--- src/rtl/uart_fifo_tx_if.sv ---
// Read-side connection to a byte FIFO whose data_out is registered one cycle after the read strobe.
// master = the consumer that owns the read strobe, slave = the FIFO.
interface uart_fifo_tx_if #(
    parameter int DATA_BITS = 8
);
    logic [DATA_BITS-1:0] fifo_data;
    logic                 fifo_empty;
    logic                 fifo_read;

    modport master (
        input  fifo_data,
        input  fifo_empty,
        output fifo_read
    );

    modport slave (
        output fifo_data,
        output fifo_empty,
        input  fifo_read
    );
endinterface

--- src/rtl/uart_fifo_tx.sv ---
// Pops bytes from the TX FIFO and serialises them as 8N1 frames; tx falls 2 edges after the read strobe.
// Backpressure: a byte is popped only when the FIFO is non-empty and the line is idle or finishing a stop bit.
module uart_fifo_tx #(
    parameter int CLKS_PER_BIT = 434,
    parameter int DATA_BITS    = 8
) (
    input  logic           CLOCK_50,
    input  logic           RST,
    uart_fifo_tx_if.master fifo,
    output logic           tx,
    output logic           busy,
    output logic           frame_done
);
    localparam int CNT_W = $clog2(CLKS_PER_BIT);
    localparam int IDX_W = $clog2(DATA_BITS) + 1;
    localparam logic [CNT_W-1:0] CNT_LAST = CNT_W'(CLKS_PER_BIT - 1);
    localparam logic [CNT_W-1:0] CNT_PRE  = CNT_W'(CLKS_PER_BIT - 2);
    localparam logic [IDX_W-1:0] IDX_LAST = IDX_W'(DATA_BITS - 1);

    typedef enum logic [2:0] {
        IDLE,
        REQ,
        LOAD,
        START,
        DATA,
        STOP
    } state_t;

    state_t               state;
    logic [CNT_W-1:0]     cyc_cnt;
    logic [IDX_W-1:0]     bit_idx;
    logic [DATA_BITS-1:0] shift;

    always_ff @(posedge CLOCK_50) begin
        if (RST) begin
            state          <= IDLE;
            tx             <= 1'b1;
            fifo.fifo_read <= 1'b0;
            busy           <= 1'b0;
            frame_done     <= 1'b0;
            bit_idx        <= '0;
            cyc_cnt        <= '0;
            shift          <= '0;
        end else begin
            fifo.fifo_read <= 1'b0;
            frame_done     <= 1'b0;
            case (state)
                IDLE: begin
                    tx <= 1'b1;
                    if (!fifo.fifo_empty) begin
                        fifo.fifo_read <= 1'b1;
                        busy           <= 1'b1;
                        state          <= REQ;
                    end
                end
                // FIFO pops on this edge; its data_out is valid during LOAD.
                REQ: state <= LOAD;
                LOAD: begin
                    shift   <= fifo.fifo_data;
                    tx      <= 1'b0;
                    cyc_cnt <= '0;
                    state   <= START;
                end
                START: begin
                    if (cyc_cnt == CNT_LAST) begin
                        cyc_cnt <= '0;
                        tx      <= shift[0];
                        bit_idx <= '0;
                        state   <= DATA;
                    end else begin
                        cyc_cnt <= cyc_cnt + CNT_W'(1);
                    end
                end
                DATA: begin
                    if (cyc_cnt == CNT_LAST) begin
                        cyc_cnt <= '0;
                        if (bit_idx == IDX_LAST) begin
                            tx    <= 1'b1;
                            state <= STOP;
                        end else begin
                            bit_idx <= bit_idx + IDX_W'(1);
                            shift   <= shift >> 1;
                            tx      <= shift[1];
                        end
                    end else begin
                        cyc_cnt <= cyc_cnt + CNT_W'(1);
                    end
                end
                STOP: begin
                    if (cyc_cnt == CNT_LAST) begin
                        cyc_cnt <= '0;
                        if (!fifo.fifo_empty) begin
                            fifo.fifo_read <= 1'b1;
                            state          <= REQ;
                        end else begin
                            busy  <= 1'b0;
                            state <= IDLE;
                        end
                    end else begin
                        cyc_cnt <= cyc_cnt + CNT_W'(1);
                        // Registered, so raising it one count early lands it on the final stop cycle.
                        if (cyc_cnt == CNT_PRE) frame_done <= 1'b1;
                    end
                end
                default: state <= IDLE;
            endcase
        end
    end
endmodule
--- src/flat_wrapper.sv ---
// flat-port wrapper written by rule: the top's interface ports become plain ports
module uart_fifo_tx_flat 
#(
    parameter int CLKS_PER_BIT = 434,
    parameter int DATA_BITS    = 8
)
  (CLOCK_50, RST, tx, busy, frame_done, fifo_fifo_data, fifo_fifo_empty, fifo_fifo_read);
  uart_fifo_tx_if #(.DATA_BITS(DATA_BITS)) fifo_i ();
  input  logic CLOCK_50;
  input  logic RST;
  output logic tx;
  output logic busy;
  output logic frame_done;
  input wire logic [$bits(fifo_i.fifo_data)-1:0] fifo_fifo_data;
  input wire logic [$bits(fifo_i.fifo_empty)-1:0] fifo_fifo_empty;
  output wire logic [$bits(fifo_i.fifo_read)-1:0] fifo_fifo_read;
  assign fifo_i.fifo_data = fifo_fifo_data;
  assign fifo_i.fifo_empty = fifo_fifo_empty;
  assign fifo_fifo_read = fifo_i.fifo_read;
  uart_fifo_tx #(.CLKS_PER_BIT(CLKS_PER_BIT), .DATA_BITS(DATA_BITS)) u_core (.CLOCK_50(CLOCK_50), .RST(RST), .fifo(fifo_i), .tx(tx), .busy(busy), .frame_done(frame_done));
endmodule
--- config.mk ---
export PLATFORM = sky130hd
export DESIGN_NAME = uart_fifo_tx_flat
export DESIGN_NICKNAME = d
export VERILOG_FILES = /design/src/rtl/uart_fifo_tx_if.sv /design/src/rtl/uart_fifo_tx.sv /design/src/flat_wrapper.sv
export SDC_FILE = /design/constraint.sdc
export NUM_CORES = 1
export LEC_CHECK = 0
export ABC_AREA = 1
export CORE_MARGIN = 2
export CORE_UTILIZATION = 54
export DETAILED_ROUTE_END_ITERATION = 16
export GPL_ROUTABILITY_DRIVEN = 0
export PLACE_DENSITY = 0.86
export SYNTH_ARGS = -nofsm -noshare
export SYNTH_HDL_FRONTEND = slang
export SYNTH_SLANG_ARGS = --single-unit
--- constraint.sdc ---
create_clock -name CLOCK_50 -period 1.92 [get_ports CLOCK_50]
set_input_delay 0.384 -clock CLOCK_50 [delete_from_list [all_inputs] [get_ports CLOCK_50]]
set_output_delay 0.384 -clock CLOCK_50 [all_outputs]
set_load 0.01 [all_outputs]
After elaboration in Yosys (flattened, before gate mapping)
Index checks and enable logic that the tools add are counted.

$add $sub $neg: 2. Equal/unequal tests: 15. Bitwise gates (word level): 1. Muxes and demuxes: 28. Reduce and logical (&&, ||, !) cells: 13.

Operator list (number): 9-bit == test, second input constant (2); 3-bit one-hot mux with 6 select lines (1); 9-bit one-hot mux with 2 select lines (1); 8-bit 2-to-1 mux (2); 8-bit one-hot mux with 2 select lines (1); 3-bit 2-to-1 mux (5); 4-bit 2-to-1 mux (3); 1-bit 2-to-1 mux (10); 9-bit by 1-bit adder with 9-bit output, second input constant (1); 9-bit 2-to-1 mux (1); 2-bit by 1-bit != test with 1-bit output, second input constant (4); 4-bit one-hot mux with 2 select lines (1); 4-bit AND reduction (2); 2-bit nonzero test (4); 3-bit by 2-bit == test with 1-bit output, second input constant (2); 3-bit == test, second input constant (2); 2-bit != test, second input constant (3); 3-bit AND reduction (2); 3-bit OR reduction (2); 5-bit AND reduction (1); 4-bit by 1-bit adder with 4-bit output, second input constant (1); 4-bit by 3-bit == test with 1-bit output, second input constant (1); 1-bit one-hot mux with 2 select lines (2); 1-bit one-hot mux with 4 select lines (1); 4 further kinds (4).

Logic and storage cells: 67. Output and inout port bits: 4. Bits in registers: 28.

Depth between registers and ports, before layout
Gate-level depths: netlist of run 1.

Depth after elaboration: 4. Gate-level depth with buffers: 11.

Worst setup path after synthesis of run 1
OpenSTA, ideal clock, no wires.

Path kind: reg-to-reg. Start: reg u_core.cyc_cnt[0]. End: reg u_core.shift[0]. Period minus slack after synthesis: 1404 ps. Required time: 1804 ps. Path slack: 516 ps. Stages on the path, launching flop included: 11. Arrival time: 1288 ps. Path buffers: 0. Cells stage by stage: dfxtp_1 ha_1 nand2_1 inv_1 nand2_1 nor2_4 nand2_1 nand2_4 inv_2 nor2_1 nor2_1.

Longest elaborated chain between the ends: 3.

Ends and longest elaborated chain: start: declaration (line uart_fifo_tx.sv:30) `logic [CNT_W-1:0] cyc_cnt;`; start signal: assignment (line uart_fifo_tx.sv:71) `cyc_cnt <= cyc_cnt + CNT_W'(1);`; start signal: assignment (line uart_fifo_tx.sv:86) `cyc_cnt <= cyc_cnt + CNT_W'(1);`; start signal: assignment (line uart_fifo_tx.sv:100) `cyc_cnt <= cyc_cnt + CNT_W'(1);`; 9-bit == test (line uart_fifo_tx.sv:75) `if (cyc_cnt == CNT_LAST) begin`; 2-bit by 1-bit != test with 1-bit output (no source line); 3-bit AND reduction (no source line); end signal: assignment (line uart_fifo_tx.sv:59) `shift <= fifo.fifo_data;`; end signal: assignment (line uart_fifo_tx.sv:82) `shift <= shift >> 1;`; end: declaration (line uart_fifo_tx.sv:32) `logic [DATA_BITS-1:0] shift;`.

No other way between the ends. A chain may end at the register's enable or synchronous reset.

Worst setup path after layout of run 1
Ends and elaborated chain as after synthesis.

==> results of run 1 <==
-- through the flow --
step | cell area [um^2] | hold WS (ps)
floorplan | 1540 | 465
global placement | 1720 | 456
detailed placement | 1720 | 460
CTS | 1770 | 487
global route | 1770 | 510
finish | 1770 | 486
-- cells in the final DEF, fill, tap and decap left out, drive strengths merged --
cell	instances
a21oi	15
a22oi	1
buf	2
bufinv	1
clkbuf	3
clkdlybuf4s50	14
dfxtp	28
ha	4
inv	27
nand2	79
nand3	13
nand3b	1
nand4	7
nor2	45
nor3	3
o21a	1
o21ai	15
or2	1
xor2	1
-- flip-flops by register name, summed over array words and instances, names as in the netlist --
register / count
u_core.state: 3
u_core.shift: 8
u_core.frame_done: 1
u_core.tx: 1
u_core.cyc_cnt: 9
u_core.bit_idx: 4
u_core.busy: 1
u_core.fifo.fifo_read: 1
-- critical path, cell delays in order (launching register included) --
cell and delay (ps):
dfxtp_1 440, ha_1 170, nand2_1 60, inv_1 70
nand2_1 80, nor2_4 220, nand2_1 140, nand2_4 120
inv_2 80, nor2_1 90, nor2_1 50
-- area by class of cell --
cell class	instances	area [um^2]
fillers	254	961
clock inverters	1	30.0
multi-input cells	186	865
well taps	31	38.8
flip-flops and latches	28	561
repair buffers	16	155
clock buffers	3	22.5
inverters	27	101
-- Yosys cell counts --
cell and number:
a21oi_1 15, a22oi_1 1, buf_2 1, clkbuf_1 2
dfxtp_1 28, ha_1 4, inv_1 26, inv_2 1
nand2_1 77, nand2_2 1, nand2_4 1, nand3_1 12
nand3_2 1, nand3b_1 1, nand4_1 7, nor2_1 42
nor2_2 1, nor2_4 2, nor3_1 2, nor3_2 1
o21a_1 1, o21ai_0 15, or2_2 1, xor2_1 1
-- logic make-up (layout without fill, tap and decap cells) --
family	count (synthesis)	after routing
AOI/OAI and AO/OA	32	32
DFF	28	28
xor gates and xnor gates	1	1
buffers and inverters	30	47
adders and majority gates	4	4
and+or+nand+nor	149	149
-- layer usage --
layer,vias to the layer above,routed length (um),track usage,part of all wire
met3,7,183,0.0317,0.054
met1,682,1650,0.290,0.48
li1,813,-,-,-
met4,0,58,0.0731,0.017
met2,55,1520,0.339,0.44
met5,-,0,0,0
-- power by group --
| part | switching, W | internal (W) |
|---|---|---|
| Combinational | 0.000408 | 0.000227 |
| Sequential | 0.0000825 | 0.000691 |
| Clock | 0.000181 | 0.000211 |
| Total | 0.000671 | 0.00113 |
-- path summary, 6_finish.rpt --
kind	startpoint	to	slack, ps	cells past startpoint
worst min register to register	u_core.tx	u_core.tx	490	2
worst max register to register	u_core.cyc_cnt[0]	u_core.shift[0]	310	10
worst min-delay path	u_core.tx	u_core.tx	490	2
worst max-delay path	u_core.cyc_cnt[0]	u_core.shift[0]	310	10
==> impl_results.md, run 1 <==
- Run status: completed
- Area grow syn2layout: 15.2%
- Leading area contributor after synthesis: dfxtp_1
- Pwr/cell area: 1020 mW/mm^2
- Tot Pwr: 0.00180 W
- Worst skew pair latency: 330 ps
- Grt ovf: 0
- Yosys top cell area share: 0.364
- CTS tree: built
- CP endpoint kind: register
- Clock Skew: 3.99 ps
- Setup TNS: 0 ps
- Mean post-synth cell area: 6.31 um^2
- Largest family of logic cells by synthesized area: simple AND/OR/NAND/NOR gates
- Fmax: 0.621 GHz
- Xor and xnor area share after synthesis: 0.00569
- Layout Cells excl Fill: 292
- DP Wirelength: 2.45 mm
- #FFs+latches synth: 28
- Final ANT Viol Nets: 0
- CTS Hold Buffers Added: 0
- Pre-CTS setup slack: 299 ps
- Sink Count: 28
- Synth unique cells: 24
- Final Hold Vio Count: 0
- Via Count: 1,557
- Tcrit/Tclk final: 0.838
- Post-layout net count: 277
- Synth Area in Compound Gates: 0.107
- Initial DRC count: 106
- Routed WL: 3.41 mm
- Num CTS Buffers: 3
- RSZ-0062 raised after global routing: no
- Largest net degree at the start of global routing: 17
- Core Rows: 19
- Core area: 0.00273 mm^2
- Die W: 57.4 um
- CTS H-tree lvls: 1
- Synth warn: 0
- Detailed-route wire length per cell: 11.7 um
- PortBufs: 14
- Worst path required time: 2170 ps
- # Max-Cap Violations: 0
- Final setup viols: 0
- DRT Pass-1 Iters: 4
- Root buf cell: clkbuf_4
- Mux contribution to synthesized area: 0
- Ratio of cells with drive above 1 in the final layout: 0.0575
- Placed instance count: 288
- Diodes inserted: 0
- Die H: 57.4 um
- Min Tclk post-route: 1610 ps
- Die area: 0.00329 mm^2
- Worst-path clk slew: 150 ps
- Setup ws final: 311 ps
- Slew margin rel.: 0.681
- Tightest Pin Transition: 477 ps
- Worst IR Drop VDD: 857 uV
- Vias in the first global route: 1,363
- Synth area leaders: dfxtp_1, nand2_1, nor2_1, inv_1, a21oi_1
- Startpoint types: register
- Gate Count Post-Synth: 244
- Via density: 5.33
- GRT Overall Usage: 0.212
- Crit Path Category: register to register
- Final Max Tran Viols: 0
- Mapped Area: 0.00154 mm^2
- IO Pins: 15
- Initial core utilization: 0.563
- Post-synthesis adder-cell area fraction: 0.0325
- Static Leakage: 0.790 nW
- Initial antenna violation count: 0
- Crit path DAT: 1860 ps
- Drt drc: 0
- Finished Core Util: 0.649
- Worst min path class: register to register
- Setup Buffers After CTS: 0
- Simple-gate portion of the synthesized area: 0.416
- Syn nets: 259
- Clock Tree Buf Depth: 2
- Max FO, Critical Path: 9
- First-pass GRT wire length: 5.63 mm
- Register area share after synthesis: 0.364
- Post-CTS sizing: 0
Power figures use the tool's default switching activity.
==> run 2, diff against run 1 <==
==> constraint.sdc (replaced) <==
create_clock -name CLOCK_50 -period 1.6 [get_ports CLOCK_50]
set_input_delay 0.32 -clock CLOCK_50 [delete_from_list [all_inputs] [get_ports CLOCK_50]]
set_output_delay 0.32 -clock CLOCK_50 [all_outputs]
set_load 0.01 [all_outputs]
==> run 2 against run 1 <==
Wire length down 2.4%; register-to-register slack got worse by 220 ps; clock power is 21% higher; sequential share of layout area shrank 1.2 points; global-route usage about the same; setup slack worse by 260 ps; die area did not move; highest routed layer unchanged; hold slack got worse by 9.3 ps; first-iteration DRC count decreased by 20%; combinational power up 26%; critical endpoint is now tx.
==> impl_results.md, run 2 (same netlist as run 1, synthesis figures left out) <==
- Tot Pwr: 0.00219 W (+22%)
- Post-Place Cell Area: 0.00177 mm^2 (+2.6%)
- Max FO, Critical Path: 2 (-7)
- Routed WL: 3.33 mm (-2.4%)
- CP cell instances: clkdlybuf4s50_1
- Initial DRC count: 85 (-20%)
- Die H: 57.4 um (unchanged)
- P_sw: 0.000820 W (+22%)
- Tcrit/Tclk final: 0.969
- Static Leakage: 0.837 nW (+6.1%)
- Post-layout net count: 286 (+3.2%)
- Switch share: 0.374 (+0.00149)
- Initial antenna violation count: 0 (unchanged)
- Hold_ws: 476 ps (-9.26 ps)
- Register-to-register setup slack: 90 ps (-220 ps)
- Final Max Tran Viols: 0 (unchanged)
- Die W: 57.4 um (unchanged)
- Final Hold Vio Count: 0 (unchanged)
- Fmax: 0.645 GHz
- Worst IR Drop VDD: 1190 uV (+39%)
- Hold Path Depth: 2 (unchanged)
- CTS tree: built
- CTS H-tree lvls: 1 (unchanged)
- Diodes inserted: 0 (unchanged)
- Pint: 0.00137 W (+21%)
- Crit path DAT: 1230 ps (-630 ps)
- Grt ovf: 0 (unchanged)
- Root buf cell: clkbuf_4
- Core area: 0.00273 mm^2 (unchanged)
- Clock Tree Buf Depth: 2 (unchanged)
- # fillers: 232 (-8.7%)
- Detailed-route wire length per cell: 11.1 um (-5.3%)
- Worst min path class: register to register
- Min Tclk post-route: 1550 ps
- Worst Hold End: u_core.busy
- Num CTS Buffers: 3 (unchanged)
- DP Wirelength: 2.43 mm (-0.78%)
- Reg2reg end: u_core.bit_idx[2]
- GRT Overall Usage: 0.212 (about the same)
- Layout Cells excl Fill: 301 (+3.1%)
- Reg2Reg Depth: 12 (+2)
- Part of the power in registers: 0.421 (-0.009)
- Core Rows: 19 (unchanged)
- Tightest Pin Transition: 349 ps (-129 ps)
- Post-route cell area: 0.00185 mm^2 (+4.5%)
- Clock Power Share: 0.216 (-0.002)
- First-pass GRT wire length: 5.65 mm (+0.37%)
- DRT Pass-1 Iters: 4 (unchanged)
- Reg2Reg Launch Point: u_core.cyc_cnt[1]
- Crit-path slowest cell: clkdlybuf4s50_1
- CP top delay family: buffers and inverters
- Initial core utilization: 0.563 (unchanged)
- Ratio of cells with drive above 1 in the final layout: 0.107 (+0.0499)
- Top flop regs: u_core.cyc_cnt (9), u_core.shift (8), u_core.bit_idx (4)
- Combinational share of power: 0.363 (+0.010)
- Most frequent cells in the layout: nand2_1, nor2_1, inv_1, dfxtp_1
- Final ANT Viol Nets: 0 (unchanged)
- Most flop-heavy register: u_core.cyc_cnt
- Buffers plus inverters on the worst setup path: 1 (-1)
- CP endpoint kind: output pin
- Final setup viols: 0 (unchanged)
- CTS Hold Buffers Added: 0 (unchanged)
- PortBufs: 14 (unchanged)
- Min-delay src: u_core.busy
- Startpoint types: register
- Die area: 0.00329 mm^2 (unchanged)
- Setup TNS: 0 ps (unchanged)
- Worst path max stage delay: 530 ps (+90 ps)
- # Max-Cap Violations: 0 (unchanged)
- Placed instance count: 294 (+2.1%)
- Clock Skew: 17.9 ps (+13.9 ps)
- Worst skew pair latency: 340 ps (about the same)
- Area grow syn2layout: 20.4%
- IO Pins: 15 (unchanged)
- Run status: completed
- Pwr/cell area: 1180 mW/mm^2 (+17%)
- Via Count: 1,590 (+2.1%)
- Max reg flops: 9 (unchanged)
- Worst path required time: 1280 ps (-890 ps)
- Largest net degree at the start of global routing: 17 (unchanged)
- Most common cell after layout, fill and taps aside: nand2_1
- Sink Count: 28 (unchanged)
- Worst-path clk slew: 170 ps (+20 ps)
- Via density: 5.28 (-0.93%)
- Slew margin rel.: 0.767 (+0.0858)
- Vias in the first global route: 1,428 (+4.8%)
- Crit Path Category: register to output pin
- Drt drc: 0 (unchanged)
## run 2: per-stage QoR
step | setup WS (ps) | util
floorplan | 196 | -
detailed placement | 59.8 | 0.646
global placement | 119 | 0.646
CTS | 28.4 | 0.665
global route | -29.8 | 0.678
finish | 49.9 | 0.678
## run 2: what timing repair did
item                       in CTS  in global routing
setup buffers                   0                  3
setup endpoints to repair       0                 12
resized for setup               0                  5
## run 2: worst max path at each step
stage,start,endpoint,cells after the start
after floorplan,u_core.cyc_cnt[0],u_core.shift[0],10
after global placement,u_core.cyc_cnt[1],u_core.shift[3],11
after detailed placement,u_core.cyc_cnt[1],u_core.shift[6],11
after CTS,u_core.cyc_cnt[1],u_core.shift[6],11
after global routing,u_core.cyc_cnt[1],u_core.bit_idx[2],12
final,u_core.tx,tx,1
## run 2: layer usage
metal,GRT usage,share of wire,vias to the layer above
li1,-,-,828
met1,0.271,0.47,711
met2,0.349,0.46,46
met3,0.0363,0.056,5
met4,0.0930,0.014,0
met5,0,0,-
## run 2: power groups by stage
stage               Clock (W)  Sequential (W)  Combinational [W]
CTS                  0.000478        0.000919           0.000789
floorplan                   0        0.000934           0.000542
global placement            0        0.000933           0.000768
finish               0.000473        0.000922           0.000797
detailed placement          0        0.000934           0.000778
global route         0.000502        0.000939           0.000914
## run 2: area by class of cell
| cell class | instances | area (um^2) | area share |
|---|---|---|---|
| clock inverters | 1 | 30.0 | 0.0162 |
| well taps | 31 | 38.8 | 0.0209 |
| multi-input cells | 186 | 875 | 0.472 |
| flip-flops and latches | 28 | 563 | 0.304 |
| clock buffers | 3 | 22.5 | 0.0122 |
| inverters | 27 | 101 | 0.0547 |
| repair buffers | 25 | 223 | 0.120 |
